**src/rtl/axis_rr_input_arbiter_pkg.sv**
```systemverilog
// Shared AXIS arbiter definitions: FSM state encoding, counter width and index-width helper.
package axis_rr_input_arbiter_pkg;

    localparam int unsigned PKT_CNT_W = 32;

    typedef enum logic {
        ST_IDLE   = 1'b0,
        ST_LOCKED = 1'b1
    } arb_state_t;

    // Width of an index into n items; at least one bit.
    function automatic int unsigned idx_w(input int unsigned n);
        return (n > 1) ? $clog2(n) : 1;
    endfunction

endpackage

```
**src/rtl/axis_rr_input_arbiter_rr_priority_sel.sv**
```systemverilog
// Round-robin selector: first requester after last_idx, searching upward with wrap.
module rr_priority_sel #(
    parameter int unsigned NUM_REQ = 4,
    parameter int unsigned IDX_W   = 2
) (
    input  logic [NUM_REQ-1:0] req,
    input  logic [IDX_W-1:0]   last_idx,
    output logic [IDX_W-1:0]   next_idx,
    output logic               valid
);

    logic [IDX_W:0] cand;

    // Candidate index stays below NUM_REQ with a single conditional subtract.
    always_comb begin
        next_idx = '0;
        valid    = 1'b0;
        cand     = '0;
        for (int k = 1; k <= int'(NUM_REQ); k++) begin
            cand = {1'b0, last_idx} + (IDX_W+1)'(k);
            if (cand >= (IDX_W+1)'(NUM_REQ)) begin
                cand = cand - (IDX_W+1)'(NUM_REQ);
            end
            if (!valid && req[cand[IDX_W-1:0]]) begin
                valid    = 1'b1;
                next_idx = cand[IDX_W-1:0];
            end
        end
    end

endmodule

```
**src/rtl/axis_rr_input_arbiter.sv**
```systemverilog
// Packet-level round-robin AXI-Stream input arbiter: locks onto one input per packet,
// passes the granted stream through with zero latency and counts packets per input.
module axis_rr_input_arbiter
    import axis_rr_input_arbiter_pkg::*;
#(
    parameter int unsigned C_AXIS_DATA_WIDTH = 64,
    parameter int unsigned C_AXIS_USER_WIDTH = 128,
    parameter int unsigned NUM_INPUTS        = 4
) (
    input  logic                                      clk,
    input  logic                                      reset,
    input  logic [NUM_INPUTS*C_AXIS_DATA_WIDTH-1:0]   s_axis_tdata,
    input  logic [NUM_INPUTS*C_AXIS_DATA_WIDTH/8-1:0] s_axis_tstrb,
    input  logic [NUM_INPUTS*C_AXIS_USER_WIDTH-1:0]   s_axis_tuser,
    input  logic [NUM_INPUTS-1:0]                     s_axis_tvalid,
    input  logic [NUM_INPUTS-1:0]                     s_axis_tlast,
    output logic [NUM_INPUTS-1:0]                     s_axis_tready,
    output logic [C_AXIS_DATA_WIDTH-1:0]              m_axis_tdata,
    output logic [C_AXIS_DATA_WIDTH/8-1:0]            m_axis_tstrb,
    output logic [C_AXIS_USER_WIDTH-1:0]              m_axis_tuser,
    output logic                                      m_axis_tvalid,
    output logic                                      m_axis_tlast,
    input  logic                                      m_axis_tready,
    input  logic [NUM_INPUTS-1:0]                     port_enable,
    output logic [NUM_INPUTS*PKT_CNT_W-1:0]           pkt_cnt,
    output logic [idx_w(NUM_INPUTS)-1:0]              grant_idx
);

    localparam int unsigned DW    = C_AXIS_DATA_WIDTH;
    localparam int unsigned SW    = C_AXIS_DATA_WIDTH / 8;
    localparam int unsigned UW    = C_AXIS_USER_WIDTH;
    localparam int unsigned IDX_W = idx_w(NUM_INPUTS);

    arb_state_t                               state;
    arb_state_t                               next_state;
    logic [NUM_INPUTS-1:0]                    req;
    logic [IDX_W-1:0]                         sel_idx;
    logic                                     sel_valid;
    logic                                     xfer_last;
    logic [NUM_INPUTS-1:0][PKT_CNT_W-1:0]     cnt;

    // Enable only gates new grants; a locked packet runs to completion regardless.
    assign req     = s_axis_tvalid & port_enable;
    assign pkt_cnt = cnt;

    rr_priority_sel #(
        .NUM_REQ (NUM_INPUTS),
        .IDX_W   (IDX_W)
    ) u_sel (
        .req      (req),
        .last_idx (grant_idx),
        .next_idx (sel_idx),
        .valid    (sel_valid)
    );

    always_ff @(posedge clk) begin
        if (reset) begin
            state <= ST_IDLE;
        end else begin
            state <= next_state;
        end
    end

    // Next state plus the combinational pass-through mux of the granted slice.
    always_comb begin
        next_state    = state;
        m_axis_tdata  = '0;
        m_axis_tstrb  = '0;
        m_axis_tuser  = '0;
        m_axis_tvalid = 1'b0;
        m_axis_tlast  = 1'b0;
        s_axis_tready = '0;
        xfer_last     = 1'b0;
        unique case (state)
            ST_IDLE: begin
                if (sel_valid) begin
                    next_state = ST_LOCKED;
                end
            end
            ST_LOCKED: begin
                for (int i = 0; i < int'(NUM_INPUTS); i++) begin
                    if (grant_idx == IDX_W'(i)) begin
                        m_axis_tdata     = s_axis_tdata[i*DW +: DW];
                        m_axis_tstrb     = s_axis_tstrb[i*SW +: SW];
                        m_axis_tuser     = s_axis_tuser[i*UW +: UW];
                        m_axis_tvalid    = s_axis_tvalid[i];
                        m_axis_tlast     = s_axis_tlast[i];
                        s_axis_tready[i] = m_axis_tready;
                    end
                end
            end
            default: next_state = ST_IDLE;
        endcase
        if (reset) begin
            m_axis_tvalid = 1'b0;
            s_axis_tready = '0;
        end
        xfer_last = m_axis_tvalid & m_axis_tready & m_axis_tlast;
        if (xfer_last) begin
            next_state = ST_IDLE;
        end
    end

    // Grant index resets to the last input so input 0 has first priority.
    always_ff @(posedge clk) begin
        if (reset) begin
            grant_idx <= IDX_W'(NUM_INPUTS - 1);
            cnt       <= '0;
        end else begin
            if (state == ST_IDLE && sel_valid) begin
                grant_idx <= sel_idx;
            end
            for (int i = 0; i < int'(NUM_INPUTS); i++) begin
                if (xfer_last && grant_idx == IDX_W'(i)) begin
                    cnt[i] <= cnt[i] + PKT_CNT_W'(1);
                end
            end
        end
    end

endmodule

```
**config.mk**
```make
export PLATFORM = sky130hd
export DESIGN_NAME = axis_rr_input_arbiter
export DESIGN_NICKNAME = d
export VERILOG_FILES = /design/src/rtl/axis_rr_input_arbiter_pkg.sv /design/src/rtl/axis_rr_input_arbiter_rr_priority_sel.sv /design/src/rtl/axis_rr_input_arbiter.sv
export SDC_FILE = /design/constraint.sdc
export NUM_CORES = 1
export LEC_CHECK = 0
export ABC_CLOCK_PERIOD_IN_PS = 3350
export BUFFER_PORTS_ARGS = -buffer_cell sky130_fd_sc_hd__buf_4
export CORE_AREA = 5 5 449 451
export CTS_CLUSTER_DIAMETER = 30
export DETAILED_ROUTE_END_ITERATION = 6
export DIE_AREA = 0 0 454 456
export PLACE_DENSITY = 0.3
export SYNTH_ARGS = -nofsm -noshare
export SYNTH_HDL_FRONTEND = slang
export SYNTH_SLANG_ARGS = --single-unit
```
**constraint.sdc**
```tcl
create_clock -name clk -period 3.35 [get_ports clk]
set_input_delay 0.335 -clock clk [delete_from_list [all_inputs] [get_ports clk]]
set_output_delay 0.335 -clock clk [all_outputs]
set_load 0.01 [all_outputs]
```
==> results.cfg <==
[critical_path]
ff2ff_setup_slack_ns = 0.41
cp_cell_sequence = inv_2 -> ha_4 -> buf_4 -> buf_12 -> a221oi_1 -> nor3_1 -> a21oi_1 -> nor2b_1 -> buf_4
cp-startpoint = grant_idx[0]
cpMostUsedCell = buf_4
crit_type = reg -> out
crit_arrival_ns = 3.02
crit_path_top_delay_cell = a221oi_1
path_buf_inv = 4
cp-end-kind = output pin
r2r-end = pkt_cnt[83]
r2r_cells = 7
cp.required_ns = 3.01
slowest_delay_ns = 0.61
r2r-start = grant_idx[0]
crit_path_max_fanout = 102
crit_path_start_kind = flip-flop
critPathTopFamily = compound AO/OA/AOI/OAI gates

[yosys]
synthAdderAreaFrac = 0.00754
yosys.area.top_type = dfxtp_1
synth_top_area_frac = 0.198
synth_flop_cell = dfxtp_1
synthSimpleGateAreaFrac = 0.389
synthCells = 2001
ys_ff_latch = 131
synth_nets = 2824
synth_top_family_by_area = simple AND/OR/NAND/NOR gates
yosys_warnings = 0
synth-compound-area-share = 0.320
ys_seq_area_frac = 0.198
synthMuxAreaShare = 0.00971
synth_xor_xnor_area_share = 0.00660
synthTopCellsByArea = dfxtp_1, a221oi_1, a21oi_1, nor2b_1, nor3_1
synth.distinct_cells = 57
avgSynthCellArea_um2 = 6.63
async_reset_ff_frac = 0
syn_area_mm2 = 0.0133
synth-edff-count = 0

[drt]
route.vias.total = 21300
via_per_inst = 3.72
totalWireLength_um = 168000
drt_iter0_markers = 1208
postRouteAntennaNets = 0
drtPass1Iterations = 5
drc = 0
wl_per_cell_um = 29.4

[clock_tree]
cts.clk_slew.worst_paths_ns = 0.07
clock-sinks = 131
cts_buffer_depth = 2
numCtsBuffers = 17
cts_tree = yes
htreeDepth = 4
ctsRootBufferMaster = clkbuf_16
clk_latency_ns = 0.48

[timing]
slew_violations = 0
max_freq_ghz = 0.298
finalCritPeriodShare = 1.00
max_slew_margin = 0.392
hold_viol_final = 0
fin_ws_ns = -0.000457
rsz0062_at_grt = true
setup_violations = 1
fin_crit_ns = 3.35
fin_skew_ns = 0.0146
fin_tns_setup_ns = -0.000457
tightest_slew_ns = 0.912

[floorplan]
rows = 163
die_h_um = 456
dieWidth_um = 454
ios = 1151
start_util = 0.0675
dieArea_mm2 = 0.207
core_mm2 = 0.197

[place]
placement.io_buffers = 1150
place.gp.congestion = 0.930
dp_hpwl_um = 142000

[pwr]
p_clk_frac = 0.173
p_leak_nw = 9.96
power_frac_seq = 0.143
internal_power_mw = 5.63
power.density_mw_per_mm2 = 422
power.switching_mw = 5.49
peakVddDrop_mv = 0.402
comb_power_share = 0.684
power_switching_share = 0.494

[layout]
final_cell_mix = buf_4, a21oi_1, nor2_1, nor2b_1, nor3_1
finish.utilization = 0.134
layout_commonest_cell = buf_4
drive_gt1_frac = 0.439
synthToLayoutAreaGrowth_pct = 98.6
layout.nets = 3865

[outcome]
outcome = complete, but fails checks
violations = negative setup slack

[global_routing]
overflow = 0
grt_pass1_wl_um = 215000
grt_max_degree = 134
grt_antenna_before_repair = 96
grt_pass1_vias = 21100
grt_use_total = 0.154

[min_path]
hold_start = port_enable[2]
whs_endpoint = state
min_path_cells = 4
hold_path_class = in -> reg

[job]
cap_viol_max_count = 0
-- power groups by stage --
| stage | clock (mW) | sequential [mW] | combinational, mW |
|---|---|---|---|
| finish | 1.92 | 1.58 | 7.61 |
| global route | 2.07 | 1.59 | 8.13 |
| CTS | 2.03 | 1.58 | 7.52 |
| detailed placement | 0 | 1.62 | 7.39 |
| global placement | 0 | 1.62 | 7.40 |
| floorplan | 0 | 1.61 | 3.47 |
-- routing by layer --
metal / GRT usage / wire length [µm] / part of all wire
met4: 0.0404 / 4690 / 0.028
met3: 0.0430 / 11300 / 0.067
met5: 0 / 256 / 0.0015
met2: 0.280 / 87200 / 0.52
met1: 0.174 / 64800 / 0.39
-- how the worst max path moves through the flow --
stage	depth (start not counted)	endpoint	slack, ns
after detailed placement	10	m_axis_tuser[78]	-0.16
after global placement	10	m_axis_tuser[78]	-0.11
after floorplan	11	m_axis_tdata[53]	0.56
after global routing	10	m_axis_tuser[57]	-0.08
final	9	m_axis_tuser[115]	-0.0005
after CTS	10	m_axis_tuser[61]	-0.007
-- Yosys cell counts (3+ instances only) --
master and instances:
o21ai_0 39, and4_1 13, xor2_1 4, mux2_2 3
nor4_1 11, nor3_1 208, and3_1 15, a21oi_1 309
inv_1 29, xnor2_1 6, nor2b_1 203, buf_1 7
nand2_1 61, o31ai_1 56, nand4b_1 6, clkbuf_1 188
nand3b_1 3, dfxtp_1 131, or4_1 58, or3_1 37
a221oi_1 199, mux2i_1 5, nand4_1 46, nor2_1 229
and2_1 8, nand3_1 45, or4b_1 3, o31a_1 4
o21a_1 5, or2_2 4, ha_1 8, buf_2 14
o41ai_1 10, a31o_2 5
-- repair_timing --
action	4_1_cts	5_1_grt
cloned	1	2
hold buffers	0	0
pin swaps	1	1
buffers inserted	1	2
gates resized for setup	38	34
endpoints found under the setup margin	154	56
-- tightest hold or removal path: cells and delay by family --
family | cells | cell delay, ns
simple gates | 2 | 0.23
compound gates | 1 | 0.13
buf+inv | 1 | 0.09
-- logic make-up after synthesis --
logic type / after synthesis
flops: 131
simple gates: 962
buf+inv: 239
compound gates: 641
fa+ha+maj: 8
xor+xnor: 10
mux: 10
-- stage by stage --
step	cell area, µm²	worst slack (ns)	cells	hold slack (ns)	total power, mW
floorplan	13300	0.562	2001	0.478	5.08
global placement	25300	-0.108	5657	0.459	9.01
detailed placement	25300	-0.159	5657	0.465	9.00
CTS	26100	-0.00749	5689	0.274	11.1
global route	26300	-0.0776	5706	0.347	11.8
finish	26400	-0.000457	5720	0.340	11.1
-- flip-flops by register name, indices dropped and copies added (netlist names) --
register / flops
grant_idx: 2
state: 1
pkt_cnt: 128
-- area by class of cell --
| class | instances | area (µm²) |
|---|---|---|
| Antenna cell | 27 | 67.6 |
| Clock buffer | 23 | 488 |
| Fill cell | 23100 | 170000 |
| Multi-Input combinational cell | 1631 | 10100 |
| Timing Repair Buffer | 1232 | 9610 |
| Tap cell | 2640 | 3300 |
| Inverter | 29 | 135 |
| Sequential cell | 131 | 2630 |
| Clock inverter | 7 | 75.1 |
Power figures use the tool's default switching activity.
